--- config.mk ---
export PLATFORM = sky130hd
export DESIGN_NAME = cache_ctrl_fsm
export DESIGN_NICKNAME = d
export VERILOG_FILES = /design/src/rtl/cache_ctrl_fsm.sv
export SDC_FILE = /design/constraint.sdc
export NUM_CORES = 1
export LEC_CHECK = 0
export ABC_AREA = 1
export ABC_CLOCK_PERIOD_IN_PS = 1650
export CORE_AREA = 3 3 40 42
export CTS_CLUSTER_SIZE = 10
export DETAILED_ROUTE_END_ITERATION = 8
export DIE_AREA = 0 0 43 45
export PLACE_DENSITY = 0.74
export SYNTH_ARGS = -nofsm -noshare
export SYNTH_HDL_FRONTEND = slang
export SYNTH_SLANG_ARGS = --single-unit
--- constraint.sdc ---
create_clock -name clk -period 1.65 [get_ports clk]
set_input_delay 0.33 -clock clk [delete_from_list [all_inputs] [get_ports clk]]
set_output_delay 0.33 -clock clk [all_outputs]
set_load 0.02 [all_outputs]
--- src/rtl/cache_ctrl_fsm.sv ---
// Control FSM for a 2-way set-associative cache: hit resolution, writeback/fill sequencing, metadata writes.
// Optional saturating performance counters are built only when CACHE_PERF_CNT_EN is defined.
package waymux;
  typedef enum logic {way0 = 1'b0, way1 = 1'b1} waymux_sel_t;
endpackage

package datamux;
  typedef enum logic {cache = 1'b0, cpu_be = 1'b1} datamux_sel_t;
endpackage

module cache_ctrl_fsm #(
  parameter int CNT_W = 32
) (
  input  logic                  clk,
  input  logic                  rst_n,
  input  logic                  mem_read,
  input  logic                  mem_write,
  input  logic                  hit0,
  input  logic                  hit1,
  input  logic                  valid0,
  input  logic                  valid1,
  input  logic                  dirty0,
  input  logic                  dirty1,
  input  logic                  lru,
  input  logic                  pmem_resp,
  output logic                  mem_resp,
  output logic                  pmem_read,
  output logic                  pmem_write,
  output waymux::waymux_sel_t   way_sel,
  output logic                  data_ld,
  output datamux::datamux_sel_t data_src,
  output logic                  tag_ld,
  output logic                  valid_ld,
  output logic                  dirty_ld,
  output logic                  lru_ld,
  output logic                  dirty_in,
  output logic                  lru_in,
  output logic                  paddr_sel,
  output logic                  proto_err
`ifdef CACHE_PERF_CNT_EN
  ,
  output logic [CNT_W-1:0]      hit_cnt,
  output logic [CNT_W-1:0]      miss_cnt,
  output logic [CNT_W-1:0]      wb_cnt
`endif
);

  typedef enum logic [1:0] {IDLE, WRITEBACK, FILL} state_t;

  state_t state_q, state_d;
  logic   victim_q, victim_d;
  logic   proto_err_q;
  logic   req, hit, victim_dirty;

  assign req          = mem_read | mem_write;
  assign hit          = hit0 | hit1;
  assign victim_dirty = lru ? (valid1 & dirty1) : (valid0 & dirty0);
  assign proto_err    = proto_err_q;

  always_comb begin
    state_d    = state_q;
    victim_d   = victim_q;
    mem_resp   = 1'b0;
    pmem_read  = 1'b0;
    pmem_write = 1'b0;
    way_sel    = waymux::way0;
    data_ld    = 1'b0;
    data_src   = datamux::cache;
    tag_ld     = 1'b0;
    valid_ld   = 1'b0;
    dirty_ld   = 1'b0;
    lru_ld     = 1'b0;
    dirty_in   = 1'b0;
    lru_in     = 1'b0;
    paddr_sel  = 1'b0;
    case (state_q)
      IDLE: begin
        if (req && hit) begin
          mem_resp = 1'b1;
          lru_ld   = 1'b1;
          // hit0 wins when both ways claim the line; the other way becomes LRU
          lru_in   = hit0;
          if (mem_write) begin
            way_sel  = hit0 ? waymux::way0 : waymux::way1;
            data_ld  = 1'b1;
            data_src = datamux::cpu_be;
            dirty_ld = 1'b1;
            dirty_in = 1'b1;
          end
        end else if (req) begin
          victim_d = lru;
          state_d  = victim_dirty ? WRITEBACK : FILL;
        end
      end
      WRITEBACK: begin
        pmem_write = 1'b1;
        paddr_sel  = 1'b1;
        way_sel    = waymux::waymux_sel_t'(victim_q);
        if (pmem_resp) state_d = FILL;
      end
      FILL: begin
        pmem_read = 1'b1;
        way_sel   = waymux::waymux_sel_t'(victim_q);
        if (pmem_resp) begin
          data_ld  = 1'b1;
          tag_ld   = 1'b1;
          valid_ld = 1'b1;
          dirty_ld = 1'b1;
          state_d  = IDLE;
        end
      end
      default: state_d = IDLE;
    endcase
    // Outputs must fall the instant reset asserts, not at the next edge.
    if (!rst_n) begin
      mem_resp   = 1'b0;
      pmem_read  = 1'b0;
      pmem_write = 1'b0;
      way_sel    = waymux::way0;
      data_ld    = 1'b0;
      data_src   = datamux::cache;
      tag_ld     = 1'b0;
      valid_ld   = 1'b0;
      dirty_ld   = 1'b0;
      lru_ld     = 1'b0;
      dirty_in   = 1'b0;
      lru_in     = 1'b0;
      paddr_sel  = 1'b0;
    end
  end

  always_ff @(posedge clk or negedge rst_n) begin
    if (!rst_n) begin
      state_q     <= IDLE;
      victim_q    <= 1'b0;
      proto_err_q <= 1'b0;
    end else begin
      state_q  <= state_d;
      victim_q <= victim_d;
      if (state_q == IDLE && req && hit0 && hit1) proto_err_q <= 1'b1;
    end
  end

`ifdef CACHE_PERF_CNT_EN
  logic             hit_ev, miss_ev, wb_ev;
  logic [CNT_W-1:0] hit_cnt_q, miss_cnt_q, wb_cnt_q;

  assign hit_ev  = (state_q == IDLE) && req && hit;
  assign miss_ev = (state_q == IDLE) && req && !hit;
  assign wb_ev   = (state_q == WRITEBACK) && pmem_resp;

  always_ff @(posedge clk or negedge rst_n) begin
    if (!rst_n) begin
      hit_cnt_q  <= '0;
      miss_cnt_q <= '0;
      wb_cnt_q   <= '0;
    end else begin
      if (hit_ev  && !(&hit_cnt_q))  hit_cnt_q  <= hit_cnt_q  + CNT_W'(1);
      if (miss_ev && !(&miss_cnt_q)) miss_cnt_q <= miss_cnt_q + CNT_W'(1);
      if (wb_ev   && !(&wb_cnt_q))   wb_cnt_q   <= wb_cnt_q   + CNT_W'(1);
    end
  end

  assign hit_cnt  = hit_cnt_q;
  assign miss_cnt = miss_cnt_q;
  assign wb_cnt   = wb_cnt_q;
`else
  if (CNT_W < 1) begin : g_cnt_w_chk
    $error("CNT_W must be positive");
  end
`endif

endmodule

==> flow_summary.ini, run 1 <==
[run_status]
run_status = finished, violations left
violations = negative setup slack

[placement]
routability_congestion_estimate = 0.767
dpl_cell_area_um2 = 812
io_buffers = 25
post-place-ws_ps = -560
dp.final_hpwl_mm = 1.07

[synth]
synth.lib_cells_used.distinct = 21
async_flop_share_pct = 100
ys.flop_type = sky130_fd_sc_hd__dfrtp_1
yosys_register_bits = 4
synthMuxAreaShare_pct = 0
largest_cells_by_area_after_synthesis = sky130_fd_sc_hd__dfrtp_1 21%, sky130_fd_sc_hd__nand2_1 13%, sky130_fd_sc_hd__ha_1 11%
synth.cell_area_um2 = 468
synth_adder_area_share_pct = 10.7
synth_most_common_cell = sky130_fd_sc_hd__nand2_1
post-synth-top-area-fraction_pct = 21.4
avgSynthCellArea_um2 = 7.09
synthesis.nets = 82
yosysTopAreaCell = sky130_fd_sc_hd__dfrtp_1
synthXorXnorAreaFrac_pct = 0
synth_enable_flop_cells = 0
yosysWarnings = 0
synth_top_cells_by_count = 16 x sky130_fd_sc_hd__nand2_1, 10 x sky130_fd_sc_hd__inv_1, 5 x sky130_fd_sc_hd__buf_4, 5 x sky130_fd_sc_hd__nor2_1
share_of_the_yosys_chip_area_belonging_to_registers_pct = 21.4
combinational_family_with_the_most_area_after_synthesis = simple AND/OR/NAND/NOR gates
postSynthCellCount = 66
synth-simple-area-share_pct = 38.0
synth-compound-area-share_pct = 11.5

[global_route]
grt_first_pass_wirelength_mm = 2.19
via_count_of_the_first_global_routing_pass = 526
grt_overflow = 0
grt.total_usage_pct = 15.1
maximum_number_of_pins_on_one_net_before_global_route_repair = 8
antenna_found_initial = 0

[floorplan]
start_util_pct = 36.4
fp.dieW_um = 43
ioPinCount = 26
core_area_um2 = 1280
floorplan.die.height_um = 45
die-area_um2 = 1940
row_count = 13

[worst_setup_path]
setup.worst_path.class = in -> out
critPathMaxFanout = 3
crit_arrival_ps = 1410
regToRegStartpoint = state_q[1]
worst-endpoint-required_ps = 1320
startpoint = hit0
path_cells = clkdlybuf4s50_1 -> nor2_4 -> inv_2 -> nand4_4 -> o21ai_4 -> buf_6
timing.critical_path.to_type = primary output
crit_path_top_delay_cell = sky130_fd_sc_hd__clkdlybuf4s50_1
worst_path_largest_cell_delay_ps = 560
start_kind = input pin

[timing]
timing.final.setup_violations = 8
final.min_clock_period_ps = 1740
max_clock_freq_mhz = 574
final_max_slew_viol_count = 0
worst_margin_slew_ps = 233
rsz0062_at_grt = true
fin_hold_ws_ps = 64.1
timing.final.hold_violations = 0
maxSlewHeadroom_pct = 84.5
final.setup.worst_slack_ps = -93.5
setup-tns-final_ps = -487
min_period_over_period_pct = 106
skew_ps = 4.94

[cells_and_area]
layout-drive-gt1-share_pct = 56.9
finalInstanceArea_um2 = 981
layout.nets = 127
finish.utilization_pct = 76.3
antenna-diode-count = 0
synthToLayoutAreaGrowth_pct = 110

[pwr]
ir_worst_vdd_mv = 0.803
power_per_cell_area_nw_per_um2 = 1500
power.leakage_nw = 0.505

[clock_tree]
insertion_delay_to_the_later_sink_of_the_worst_skew_pair_ps = 230
numClockSinks = 4
clock_tree.root_cell = sky130_fd_sc_hd__clkbuf_4
cts_tree = yes
clk_path_buf_depth = 2
cts_hold_buffers = 0
num_cts_buffers = 3
htree_levels = 1
cts.reportedPaths.clkPinSlew_ps = 40

[route]
drt_wl_total_mm = 1.39
ant_nets = 0
wire_length_per_cell_after_detailed_routing_um = 11.2
drt_drc_violations_left = 0
vias_per_cell = 4.69
drt-pass1-iter-count = 4
dr.first_iter.drc_count = 3
num_vias = 581

[min_path]
hold_class = in -> async

[flow_run]
drv_cap = 0
[stage by stage]
step | power, W | std cells
finish | 0.00147 | 124
global placement | 0.00100 | 115
floorplan | 0.000666 | 66
CTS | 0.00125 | 120
detailed placement | 0.00102 | 115
global route | 0.00160 | 124
[logic make-up after synthesis]
logic type	Yosys count
buf+inv	18
flops	4
compound gates	7
simple gates	33
fa+ha+maj	4
[final cells by class]
cell class / instances / area (um^2)
fillers: 96 / 304
multi-input cells: 44 / 372
repair buffers: 45 / 417
inverters: 13 / 51.3
flip-flops and latches: 4 / 100
clock buffers: 3 / 22.5
well taps: 15 / 18.8
[registers in the layout, summed over array words and instances (netlist names)]
| register | flops |
|---|---|
| victim_q | 1 |
| state_q | 2 |
| proto_err | 1 |
[power breakdown]
part | total (W) | switching [W] | leakage, nW | internal [W]
registers | 0.000172 | 0.0000349 | 0.0470 | 0.000137
logic | 0.00118 | 0.000560 | 0.444 | 0.000620
clock network | 0.000117 | 0.0000355 | 0.0138 | 0.0000810
total | 0.00147 | 0.000630 | 0.505 | 0.000838
[final timing paths]
kind | endpoint | cells past startpoint | slack [ps]
min in group clk | proto_err | 1 | 470
worst min register to register | proto_err | 1 | 470
worst max register to register | state_q[1] | 10 | 170
worst max-delay path | data_ld | 6 | -90
worst min-delay path | proto_err | 2 | 60
max in group asynchronous | state_q[1] | 2 | 1460
[worst max-delay path, delay by kind of cell]
family	cells	cell delay, ps
AOI/OAI and AO/OA	1	100
buffers and inverters	3	780
and+or+nand+nor	2	200
[cell usage in the layout (no fill, tap or decap), types with 2 or more instances in the layout]
cell / count
sky130_fd_sc_hd__nor2_1: 4
sky130_fd_sc_hd__nand2_1: 13
sky130_fd_sc_hd__inv_2: 5
sky130_fd_sc_hd__a21oi_2: 2
sky130_fd_sc_hd__nand3_1: 3
sky130_fd_sc_hd__ha_4: 3
sky130_fd_sc_hd__clkbuf_4: 3
sky130_fd_sc_hd__buf_6: 13
sky130_fd_sc_hd__inv_1: 7
sky130_fd_sc_hd__nand2_2: 3
sky130_fd_sc_hd__buf_4: 20
sky130_fd_sc_hd__nor2_4: 2
sky130_fd_sc_hd__dfrtp_1: 4
sky130_fd_sc_hd__clkdlybuf4s50_1: 9
sky130_fd_sc_hd__dlygate4sd2_1: 2
sky130_fd_sc_hd__nand2_4: 2
[layer usage]
| metal | track usage, % | part of all wire (%) | up-vias |
|---|---|---|---|
| met1 | 15.9 | 37 | 276 |
| li1 | - | - | 289 |
| met4 | 5.42 | 0 | 0 |
| met3 | 1.59 | 4.5 | 0 |
| met2 | 30.8 | 58 | 16 |
| met5 | 0 | 0 | - |
[repair_timing]
item / in CTS / in global routing
gates resized for setup: 75 / 25
pin swaps: 4 / 5
setup buffers: 2 / 5
setup endpoints to repair: 13 / 13
Power figures use the tool's default switching activity.
==> run 2: changes to the inputs <==
--- a/config.mk
+++ b/config.mk
@@ -8,10 +8,10 @@
 export ABC_AREA = 1
 export ABC_CLOCK_PERIOD_IN_PS = 1650
 export CORE_AREA = 3 3 40 42
-export CTS_CLUSTER_SIZE = 10
+export CTS_CLUSTER_SIZE = 14
 export DETAILED_ROUTE_END_ITERATION = 8
 export DIE_AREA = 0 0 43 45
-export PLACE_DENSITY = 0.74
+export DONT_BUFFER_PORTS = 1
 export SYNTH_ARGS = -nofsm -noshare
 export SYNTH_HDL_FRONTEND = slang
 export SYNTH_SLANG_ARGS = --single-unit
==> flow_summary.ini, run 2 (synthesis results as in run 1) <==
[run_status]
run_status = finished, violations left
violations = negative setup slack

[min_path]
hp-start = hit0
min_delay_path_depth = 1
whs_endpoint = proto_err
hold_class = in -> reg

[worst_setup_path]
worst_path_largest_cell_delay_ps = 390
regToRegStartpoint = state_q[1]
timing.critical_path.to_type = primary output
critPathMaxFanout = 4
worst-endpoint-required_ps = 1320
critPathTopFamily = flip-flops
crit_cells = 6
path_cells = inv_2 -> ha_4 -> inv_4 -> nor2_8 -> nand3_4 -> a21oi_4
regToRegEndpoint = state_q[0]
critical_path.n_buffers_inverters = 2
setup.worst_path.class = reg -> out
rrSetupSlack_ps = 390
crit_path_top_delay_cell = sky130_fd_sc_hd__dfrtp_1
start_kind = register
rr_worst_depth = 7
crit_arrival_ps = 1340

[route]
ant_nets = 0
num_vias = 418
wire_length_per_cell_after_detailed_routing_um = 11.1
drt_wl_total_um = 984
drt_drc_violations_left = 0
drt-pass1-iter-count = 2
dr.first_iter.drc_count = 2
vias_per_cell = 4.70

[timing]
rsz0062_at_grt = true
fin_hold_ws_ps = 257
maxSlewHeadroom_pct = 78.9
worst_margin_slew_ps = 316
skew_ps = 0.117
final_max_slew_viol_count = 0
min_period_over_period_pct = 101
max_clock_freq_mhz = 598
final.setup.worst_slack_ps = -22.3
timing.final.hold_violations = 0
timing.final.setup_violations = 4
final.min_clock_period_ps = 1670

[floorplan]
floorplan.die.height_um = 45
ioPinCount = 26
fp.dieW_um = 43
die-area_um2 = 1940
start_util_pct = 36.4
core_area_um2 = 1280
row_count = 13

[cells_and_area]
largest_reg_flops = 2
finish.utilization_pct = 48.9
number_of_non_filler_instances_in_the_completed_layout = 89
fillerInstances = 142
layout-drive-gt1-share_pct = 48.6
layout.nets = 92
mostFrequentLayoutCell = sky130_fd_sc_hd__nand2_1
synthToLayoutAreaGrowth_pct = 34.2
top_register = state_q
mostFrequentLayoutCells = 15 x sky130_fd_sc_hd__nand2_1, 7 x sky130_fd_sc_hd__inv_1, 7 x sky130_fd_sc_hd__buf_4
antenna-diode-count = 0

[pwr]
ir_worst_vdd_mv = 0.673
power_per_cell_area_nw_per_um2 = 1670
design_power_total_w = 0.00105
power.leakage_nw = 0.306

[global_route]
antenna_found_initial = 0
grt.total_usage_pct = 12.4
maximum_number_of_pins_on_one_net_before_global_route_repair = 6
grt_first_pass_wirelength_mm = 1.68
via_count_of_the_first_global_routing_pass = 408
grt_overflow = 0

[clock_tree]
clock_tree.root_cell = sky130_fd_sc_hd__clkbuf_4
clk_path_buf_depth = 2
num_cts_buffers = 3
cts_tree = yes
numClockSinks = 4
htree_levels = 1
cts.reportedPaths.clkPinSlew_ps = 30
insertion_delay_to_the_later_sink_of_the_worst_skew_pair_ps = 230

[placement]
routability_congestion_estimate = 0.703
dp.final_hpwl_um = 760
place.detailed.instances = 80
post-place-ws_ps = 73.4
io_buffers = 0

[flow_run]
drv_cap = 0
-- run 2: cell count changes in the layout (fill, tap and decap cells not counted), moves of 2 or more --
cell | previous run | this run
sky130_fd_sc_hd__buf_4 | 20 | 7
sky130_fd_sc_hd__buf_6 | 13 | 2
sky130_fd_sc_hd__clkdlybuf4s50_1 | 9 | 0
sky130_fd_sc_hd__dlygate4sd2_1 | 2 | 0
sky130_fd_sc_hd__ha_2 | 0 | 2
sky130_fd_sc_hd__ha_4 | 3 | 1
sky130_fd_sc_hd__inv_2 | 5 | 3
sky130_fd_sc_hd__nand2_1 | 13 | 15
sky130_fd_sc_hd__nand2_4 | 2 | 0
-- run 2: area by class of cell --
cell class                      instances  area (um^2)  area share, %
Multi-Input combinational cell         44          343           54.6
Sequential cell                         4          100           15.9
Timing Repair Buffer                   10         85.1           13.5
Inverter                               13         58.8           9.36
Clock buffer                            3         22.5           3.59
Tap cell                               15         18.8           2.99
-- run 2: worst register-to-register path: cells and delay by family (launching register included) --
kind / cells / cell delay, ps
AOI/OAI and AO/OA: 1 / 170
adders and majority gates: 1 / 180
buffers and inverters: 2 / 200
DFF: 1 / 390
and+or+nand+nor: 3 / 200
-- run 2: power by group --
group          total (W)  switching, W  internal [W]
Combinational   0.000768      0.000438      0.000330
Clock           0.000114     0.0000336     0.0000809
Sequential      0.000169     0.0000323      0.000137
Total            0.00105      0.000504      0.000547
-- run 2: what timing repair did --
item / in CTS / in global routing
resized for setup: 12 / 8
setup buffers: 5 / 0
hold endpoints to repair: 4 / 0
pin swaps: 3 / 2
setup endpoints to repair: 10 / 12
hold buffers: 1 / 0
-- run 2: metal layers --
metal  routed length [um]  global-route usage (%)  vias to the layer above
li1                     -                       -                      218
met1                  399                    12.6                      185
met2                  505                    21.0                       13
met3                   65                    2.79                        2
met4                   13                    11.4                        0
met5                    0                       0                        -
-- run 2: worst max-delay path by stage --
| stage | startpoint | endpoint | slack [ps] |
|---|---|---|---|
| after floorplan | state_q[0] | dirty_ld | 3 |
| after global placement | state_q[1] | way_sel | 90 |
| after detailed placement | state_q[0] | way_sel | 70 |
| after CTS | state_q[0] | way_sel | -30 |
| after global routing | state_q[1] | mem_resp | -110 |
| final | state_q[0] | way_sel | -20 |
-- run 2: through the flow --
step	cell area (um^2)	TNS, ps
finish	628	-48.5
detailed placement	487	0
floorplan	479	0
CTS	609	-196
global route	628	-747
global placement	487	0
